`src/rtl/mem_port_arbiter.sv`:
```
// Arbiter sharing one single-port memory between instruction fetch (I) and load/store (D).
// Define ARB_RR_EN for round-robin tie-breaking; fixed D-first priority otherwise.
module mem_port_arbiter #(
    parameter int unsigned AW      = 32,
    parameter int unsigned DW      = 32,
    parameter int unsigned TIMEOUT = 255
) (
    input  logic              clk,
    input  logic              reset,
    input  logic              i_req,
    input  logic [AW-1:0]     i_addr,
    output logic [DW-1:0]     i_rdata,
    output logic              i_ack,
    input  logic              d_req,
    input  logic              d_we,
    input  logic [AW-1:0]     d_addr,
    input  logic [DW-1:0]     d_wdata,
    input  logic [DW/8-1:0]   d_wmask,
    output logic [DW-1:0]     d_rdata,
    output logic              d_ack,
    output logic              m_req,
    output logic              m_we,
    output logic [AW-1:0]     m_addr,
    output logic [DW-1:0]     m_wdata,
    output logic [DW/8-1:0]   m_wmask,
    input  logic [DW-1:0]     m_rdata,
    input  logic              m_ready,
    output logic              stall,
    output logic              grant_d,
    output logic              bus_err
);

    localparam int unsigned MW = DW / 8;
    localparam int unsigned CW = (TIMEOUT > 0) ? $clog2(TIMEOUT + 1) : 1;
    localparam logic [CW-1:0] TO_LAST = CW'((TIMEOUT > 0) ? TIMEOUT - 1 : 0);
    localparam logic [DW-1:0] NOP = DW'(32'h0000_0013);

    typedef enum logic [1:0] {IDLE, BUSY, RESP} state_t;

    state_t        state;
    logic [CW-1:0] wd_cnt;
    logic          win_d;
    logic          wd_expired;

`ifdef ARB_RR_EN
    logic last_d;

    // On a tie, the requester that did not win last time goes first.
    assign win_d = d_req & (~i_req | ~last_d);
`else
    assign win_d = d_req;
`endif

    assign stall      = (i_req & ~i_ack) | (d_req & ~d_ack);
    assign wd_expired = (TIMEOUT != 0) && (wd_cnt == TO_LAST);

    always_ff @(posedge clk) begin
        if (reset) begin
            state   <= IDLE;
            m_req   <= 1'b0;
            m_we    <= 1'b0;
            m_addr  <= '0;
            m_wdata <= '0;
            m_wmask <= '0;
            i_ack   <= 1'b0;
            d_ack   <= 1'b0;
            grant_d <= 1'b0;
            bus_err <= 1'b0;
            i_rdata <= NOP;
            d_rdata <= '0;
            wd_cnt  <= '0;
`ifdef ARB_RR_EN
            last_d  <= 1'b1;
`endif
        end else begin
            i_ack <= 1'b0;
            d_ack <= 1'b0;
            case (state)
                IDLE: begin
                    if (i_req | d_req) begin
                        state   <= BUSY;
                        m_req   <= 1'b1;
                        grant_d <= win_d;
`ifdef ARB_RR_EN
                        last_d  <= win_d;
`endif
                        if (win_d) begin
                            m_we    <= d_we;
                            m_addr  <= d_addr;
                            m_wdata <= d_wdata;
                            m_wmask <= d_wmask;
                        end else begin
                            m_we    <= 1'b0;
                            m_addr  <= i_addr;
                            m_wdata <= '0;
                            m_wmask <= MW'(0);
                        end
                    end
                end
                BUSY: begin
                    if (m_ready) begin
                        state  <= RESP;
                        m_req  <= 1'b0;
                        wd_cnt <= '0;
                        if (grant_d) begin
                            d_ack <= 1'b1;
                            if (!m_we) d_rdata <= m_rdata;
                        end else begin
                            i_ack   <= 1'b1;
                            i_rdata <= m_rdata;
                        end
                    end else if (wd_expired) begin
                        // Abort a hung access: complete it with zero data and flag the error.
                        state   <= RESP;
                        m_req   <= 1'b0;
                        wd_cnt  <= '0;
                        bus_err <= 1'b1;
                        if (grant_d) begin
                            d_ack   <= 1'b1;
                            d_rdata <= '0;
                        end else begin
                            i_ack   <= 1'b1;
                            i_rdata <= '0;
                        end
                    end else begin
                        wd_cnt <= wd_cnt + CW'(1);
                    end
                end
                RESP: state <= IDLE;
                default: state <= IDLE;
            endcase
        end
    end

endmodule

```
`config.mk`:
```
export PLATFORM = sky130hd
export DESIGN_NAME = mem_port_arbiter
export DESIGN_NICKNAME = d
export VERILOG_FILES = /design/src/rtl/mem_port_arbiter.sv
export SDC_FILE = /design/constraint.sdc
export NUM_CORES = 1
export LEC_CHECK = 0
export ABC_AREA = 1
export BUFFER_PORTS_ARGS = -buffer_cell sky130_fd_sc_hd__buf_4
export CORE_ASPECT_RATIO = 1.2
export CORE_MARGIN = 2
export CORE_UTILIZATION = 45
export CTS_BUF_LIST = sky130_fd_sc_hd__clkbuf_16
export CTS_CLUSTER_SIZE = 14
export DETAILED_ROUTE_END_ITERATION = 6
export MAX_ROUTING_LAYER = met4
export PLACE_DENSITY = 0.79
export SLEW_MARGIN = 40
export SYNTH_ARGS = -nofsm -noshare
export SYNTH_HDL_FRONTEND = slang
export SYNTH_SLANG_ARGS = --single-unit
```
`constraint.sdc`:
```
create_clock -name clk -period 2.8 [get_ports clk]
set_input_delay 0.28 -clock clk [delete_from_list [all_inputs] [get_ports clk]]
set_output_delay 0.28 -clock clk [all_outputs]
set_load 0.1 [all_outputs]
```
# After elaboration in Yosys (flattened, before gate mapping)
# Cells that the tools add are included.
[word_totals] regBits=148 latchBits=0 ram_bits=0 mem_bits_ro=0 output_inout_bits=139 elab_cells=67 n_memories=0
[op_classes] addsub=1 mul=0 n_div=0 n_lt_le_gt_ge=0 n_eq_ne=5 shift=0 mux=29 n_bitwise=9 reduce_logical=10
[ops] cell="$mux 32" n=11
[ops] cell="$mux 8" n=2
[ops] cell="$mux 1" n=10
[ops] cell="$reduce_and 3->1" n=3
[ops] cell="$add 8x1->8 const B" n=1
[ops] cell="$eq 8x8->1 const B" n=1
[ops] cell="$mux 2" n=3
[ops] cell="$not 1->1" n=5
[ops] cell="$mux 4" n=1
[ops] cell="$ne 2x2->1 const B" n=2
[ops] cell="$pmux 2 s2" n=1
[ops] cell="$reduce_and 2->1" n=2
[ops] cell="$reduce_and 4->1" n=1
[ops] cell="$reduce_bool 2->1" n=2
[ops] cell="$ne 3x3->1 const B" n=1
[ops] cell="$and 1x1->1" n=2
[ops] cell="$eq 2x1->1 const B" n=1
[ops] cell="$logic_not 2->1" n=1
[ops] cell="$or 1x1->1" n=2
[ops] cell="$pmux 1 s2" n=1
[ops] cell="$reduce_or 2->1" n=1

# Logic depth before layout (Yosys ltp)
[depth] depth_word=4 mapped_depth=11 mapped_depth_nobuf=10

# Worst setup path after synthesis
# OpenSTA, ideal clock, no wires.
[synth_timing] kind="reg-to-output" startpoint="register d_ack" endpoint="output stall" arrival_time_ns=2.267 required_ns=2.520 slack_ns=0.253 stages_incl_launch_ff=2 path_buffers=0 path_cell_list="dfxtp_1 -> o22ai_1"
[synth_via] elab_chain_cells=3
[synth_lines] item="start, declared" line="20" text="output logic d_ack,"
[synth_lines] item="start signal, assigned" line="66" text="d_ack <= 1'b0;"
[synth_lines] item="start signal, assigned" line="77" text="d_ack <= 1'b0;"
[synth_lines] item="start signal, assigned" line="106" text="d_ack <= 1'b1;"
[synth_lines] item="$not 1->1" line="54" text="assign stall = (i_req & ~i_ack) | (d_req & ~d_ack);"
[synth_lines] item="$and 1x1->1" line="54"
[synth_lines] item="$or 1x1->1" line="54"
[synth_lines] item="end, declared" line="28" text="output logic stall,"
# Every way passes these cells.

# Worst setup path after layout
[layout_timing] startpoint="register wd_cnt[0]" endpoint="register i_rdata[28]"
[layout_via] elab_chain_cells=3
[layout_lines] item="start, declared" line="41" text="logic [CW-1:0] wd_cnt;"
[layout_lines] item="start signal, assigned" line="126" text="wd_cnt <= wd_cnt + CW'(1);"
[layout_lines] item="$eq 8x8->1" line="55" text="assign wd_expired = (TIMEOUT != 0) && (wd_cnt == TO_LAST);"
[layout_lines] item="$reduce_bool 2->1 (no source line)"
[layout_lines] item="$reduce_and 3->1 (no source line)"
[layout_lines] item="end signal, assigned" line="110" text="i_rdata <= m_rdata;"
[layout_lines] item="end, declared" line="12" text="output logic [DW-1:0] i_rdata,"
# Every way passes these cells.
# A chain may end at the register's enable or synchronous reset.

==> results.json <==
{
  "cts_setup_buffers": 0,
  "clk_pin_slew_worst_paths_ps": 70,
  "r2r_end": "i_rdata[28]$_SDFFE_PP0P_",
  "drc": 0,
  "clockRootBuffer": "clkbuf_16",
  "endpoint_kind": "register",
  "die_width_um": 112,
  "hold_path_end": "m_wdata[4]$_SDFFE_PP0P_",
  "coreArea_um2": 13700,
  "cts_made_buffers": 17,
  "fin_worst_skew_ps": 7.93,
  "tns_ps": 0,
  "crit_top_cell": "inv_1",
  "cpMaxStageDelayCell": "nand3_4",
  "outcome": "finished clean",
  "clk_latency_ps": 420,
  "track_usage_pct": 26.5,
  "max_cap_violations": 0,
  "synth_cell_types": 29,
  "die_area_um2": 14900,
  "fmax_mhz": 522,
  "multiInputGateArea_um2": 2700,
  "crit_chain": "inv_1 > ha_1 > inv_1 > nor2_2 > nand2_2 > nand2_4 > nand3_4 > nand2_1 > inv_1 > nor2_1",
  "first_pass_iters": 5,
  "max_stage_delay_ps": 420,
  "fin_crit_ps": 1910,
  "cts_resized": 0,
  "mostFrequentLayoutCells": "buf_4, nand2_1, dfxtp_1, nand3_1, nor2_1",
  "initial_utilization_pct": 45.7,
  "min_delay_path_depth": 3,
  "hold_path.class": "in -> reg",
  "syn_avg_cell_area_um2": 7.16,
  "antenna_found_initial": 0,
  "antenna_cells": 0,
  "cts_tree": "built",
  "ff_latch_area_um2": 2960,
  "dpl.hpwl_mm": 13.5,
  "power_density_nw_per_um2": 767,
  "setup_viol": 0,
  "synth_cells": 874,
  "drive_gt1_share_pct": 29.3,
  "grt_pass1_vias": 6208,
  "num_vias": 6760,
  "io_pins": 277,
  "crit_fanout": 37,
  "final_common_cell": "buf_4",
  "r2r_start": "wd_cnt[0]$_SDFFE_PP0P_",
  "fin_ws_ps": 886,
  "ys_ff_latch": 148,
  "max-slew-margin-rel_pct": 52.7,
  "cts_hold_buffers": 0,
  "final_hold_viol_count": 0,
  "ys_seq_area_share_pct": 47.3,
  "arrival_ps": 2270,
  "syn_nets": 1014,
  "vdd_drop_max_mv": 0.349,
  "finalCritPeriodShare_pct": 68.4,
  "rows": 47,
  "netlist_area_um2": 6260,
  "place_congestion": 0.848,
  "rsz0062_at_grt": "no",
  "portBuffers": 276,
  "worstHoldStart": "d_wdata[4]",
  "grt_max_degree": 103,
  "htreeDepth": 4,
  "critPathRequiredTime_ps": 3150,
  "wl_per_cell_um": 15.2,
  "reg2reg_slack_ps": 890,
  "leakage_nw": 4.25,
  "reg2reg_depth": 10,
  "dp_slack_ps": 847,
  "detail_route.vias_per_cell": 5.23,
  "ys_warn_count": 0,
  "fin_nets": 1249,
  "gr-total-overflow": 0,
  "fill_cells": 1207,
  "startpoint_type": "register",
  "cts.sinks": 148,
  "wirelength_mm": 19.7,
  "area_growth_pct": 43.3,
  "fp.dieH_um": 133,
  "tightest_slew_ps": 710,
  "grt_pass1_wl_mm": 30.7,
  "report.final.slew_viol_count": 0,
  "drtAntennaViolNets": 0,
  "criticalPathCategory": "reg -> reg",
  "drt_iter0_markers": 581,
  "clockBufferDepth": 2
}
## registers in the layout, indices dropped and copies added, names as in the netlist
name	flops
i_ack	1
grant_d	1
m_wmask	4
d_ack	1
m_req	1
bus_err	1
m_wdata	32
m_we	1
d_rdata	32
wd_cnt	8
m_addr	32
i_rdata	32
state	2
## cells in the mapped netlist
cell type / number / area [um^2]
xnor2_1: 2 / 17.5
nand2_1: 236 / 886
or2_0: 1 / 6.26
a21oi_1: 71 / 355
buf_2: 23 / 115
clkbuf_1: 29 / 109
nor2_1: 77 / 289
nor2_2: 3 / 18.8
inv_1: 70 / 263
o21ai_1: 1 / 5.00
a31oi_1: 33 / 206
nand2_2: 2 / 12.5
nand4_1: 28 / 175
buf_6: 3 / 33.8
nand2_4: 1 / 11.3
nor3_1: 5 / 25.0
dfxtp_1: 148 / 2960
nand3b_1: 1 / 7.51
o21ai_0: 36 / 180
or2_1: 1 / 6.26
buf_1: 7 / 26.3
ha_1: 2 / 25.0
buf_4: 7 / 52.6
nand3_1: 78 / 390
xor2_1: 3 / 26.3
nor2_4: 2 / 22.5
inv_2: 2 / 7.51
nand3_4: 1 / 17.5
o22ai_1: 1 / 6.26
## logic make-up after synthesis
group / share of synthesized area (%)
AO/OA/AOI/OAI: 12.0
XOR/XNOR: 0.700
adder cells (fa/ha/maj): 0.400
buffers and inverters: 9.69
flip-flops: 47.3
AND/OR/NAND/NOR: 29.8
## metal layers
metal	wire (um)	global-route usage, %	vias to the layer above
li1	-	-	3305
met3	1910	8.14	50
met2	9570	42.6	336
met1	7490	30.9	3069
met4	715	11.3	0
met5	0	-	-
## how the worst max path moves through the flow
stage | depth (start not counted) | startpoint | end | slack, ps
finish | 10 | wd_cnt[0]$_SDFFE_PP0P_ | i_rdata[28]$_SDFFE_PP0P_ | 890
CTS | 10 | wd_cnt[0]$_SDFFE_PP0P_ | i_rdata[17]$_SDFFE_PP0P_ | 870
global placement | 8 | m_ready | d_rdata[24]$_SDFFE_PP0P_ | 870
global route | 10 | wd_cnt[0]$_SDFFE_PP0P_ | i_rdata[13]$_SDFFE_PP0P_ | 700
floorplan | 1 | d_ack$_SDFF_PP0_ | stall | 250
detailed placement | 8 | m_ready | d_rdata[11]$_SDFFE_PP0P_ | 850
## critical path: cells and delay by family, from the launching register on
kind / cells / cell delay (ps)
adders and majority gates: 1 / 140
and+or+nand+nor: 6 / 1170
buffers and inverters: 3 / 190
DFF: 1 / 330
## area by class of cell
| cell class | instances | area share (%) |
|---|---|---|
| clock buffers | 17 | 4.74 |
| clock inverters | 15 | 2.50 |
| inverters | 72 | 3.01 |
| multi-input cells | 585 | 30.1 |
| flip-flops and latches | 148 | 33.0 |
| well taps | 171 | 2.39 |
| repair buffers | 285 | 24.3 |
## report_power, final
group	internal, W	switching, W
clock	0.00153	0.000990
combinational	0.000473	0.00154
sequential	0.00225	0.0000813
total	0.00426	0.00261
## through the flow
| stage | cell area [um^2] | instances | utilization (%) | total power (W) | hold WS [ps] |
|---|---|---|---|---|---|
| after detailed placement | 8320 | 1261 | 60.7 | 0.00439 | 455 |
| after global routing | 8970 | 1293 | 65.5 | 0.00714 | 119 |
| final | 8970 | 1293 | 65.5 | 0.00688 | 131 |
| after global placement | 8320 | 1261 | 60.7 | 0.00438 | 453 |
| after CTS | 8970 | 1293 | 65.5 | 0.00692 | 116 |
| after floorplan | 6260 | 874 | - | 0.00390 | 440 |
No activity file was read; power rests on OpenSTA's default activity.
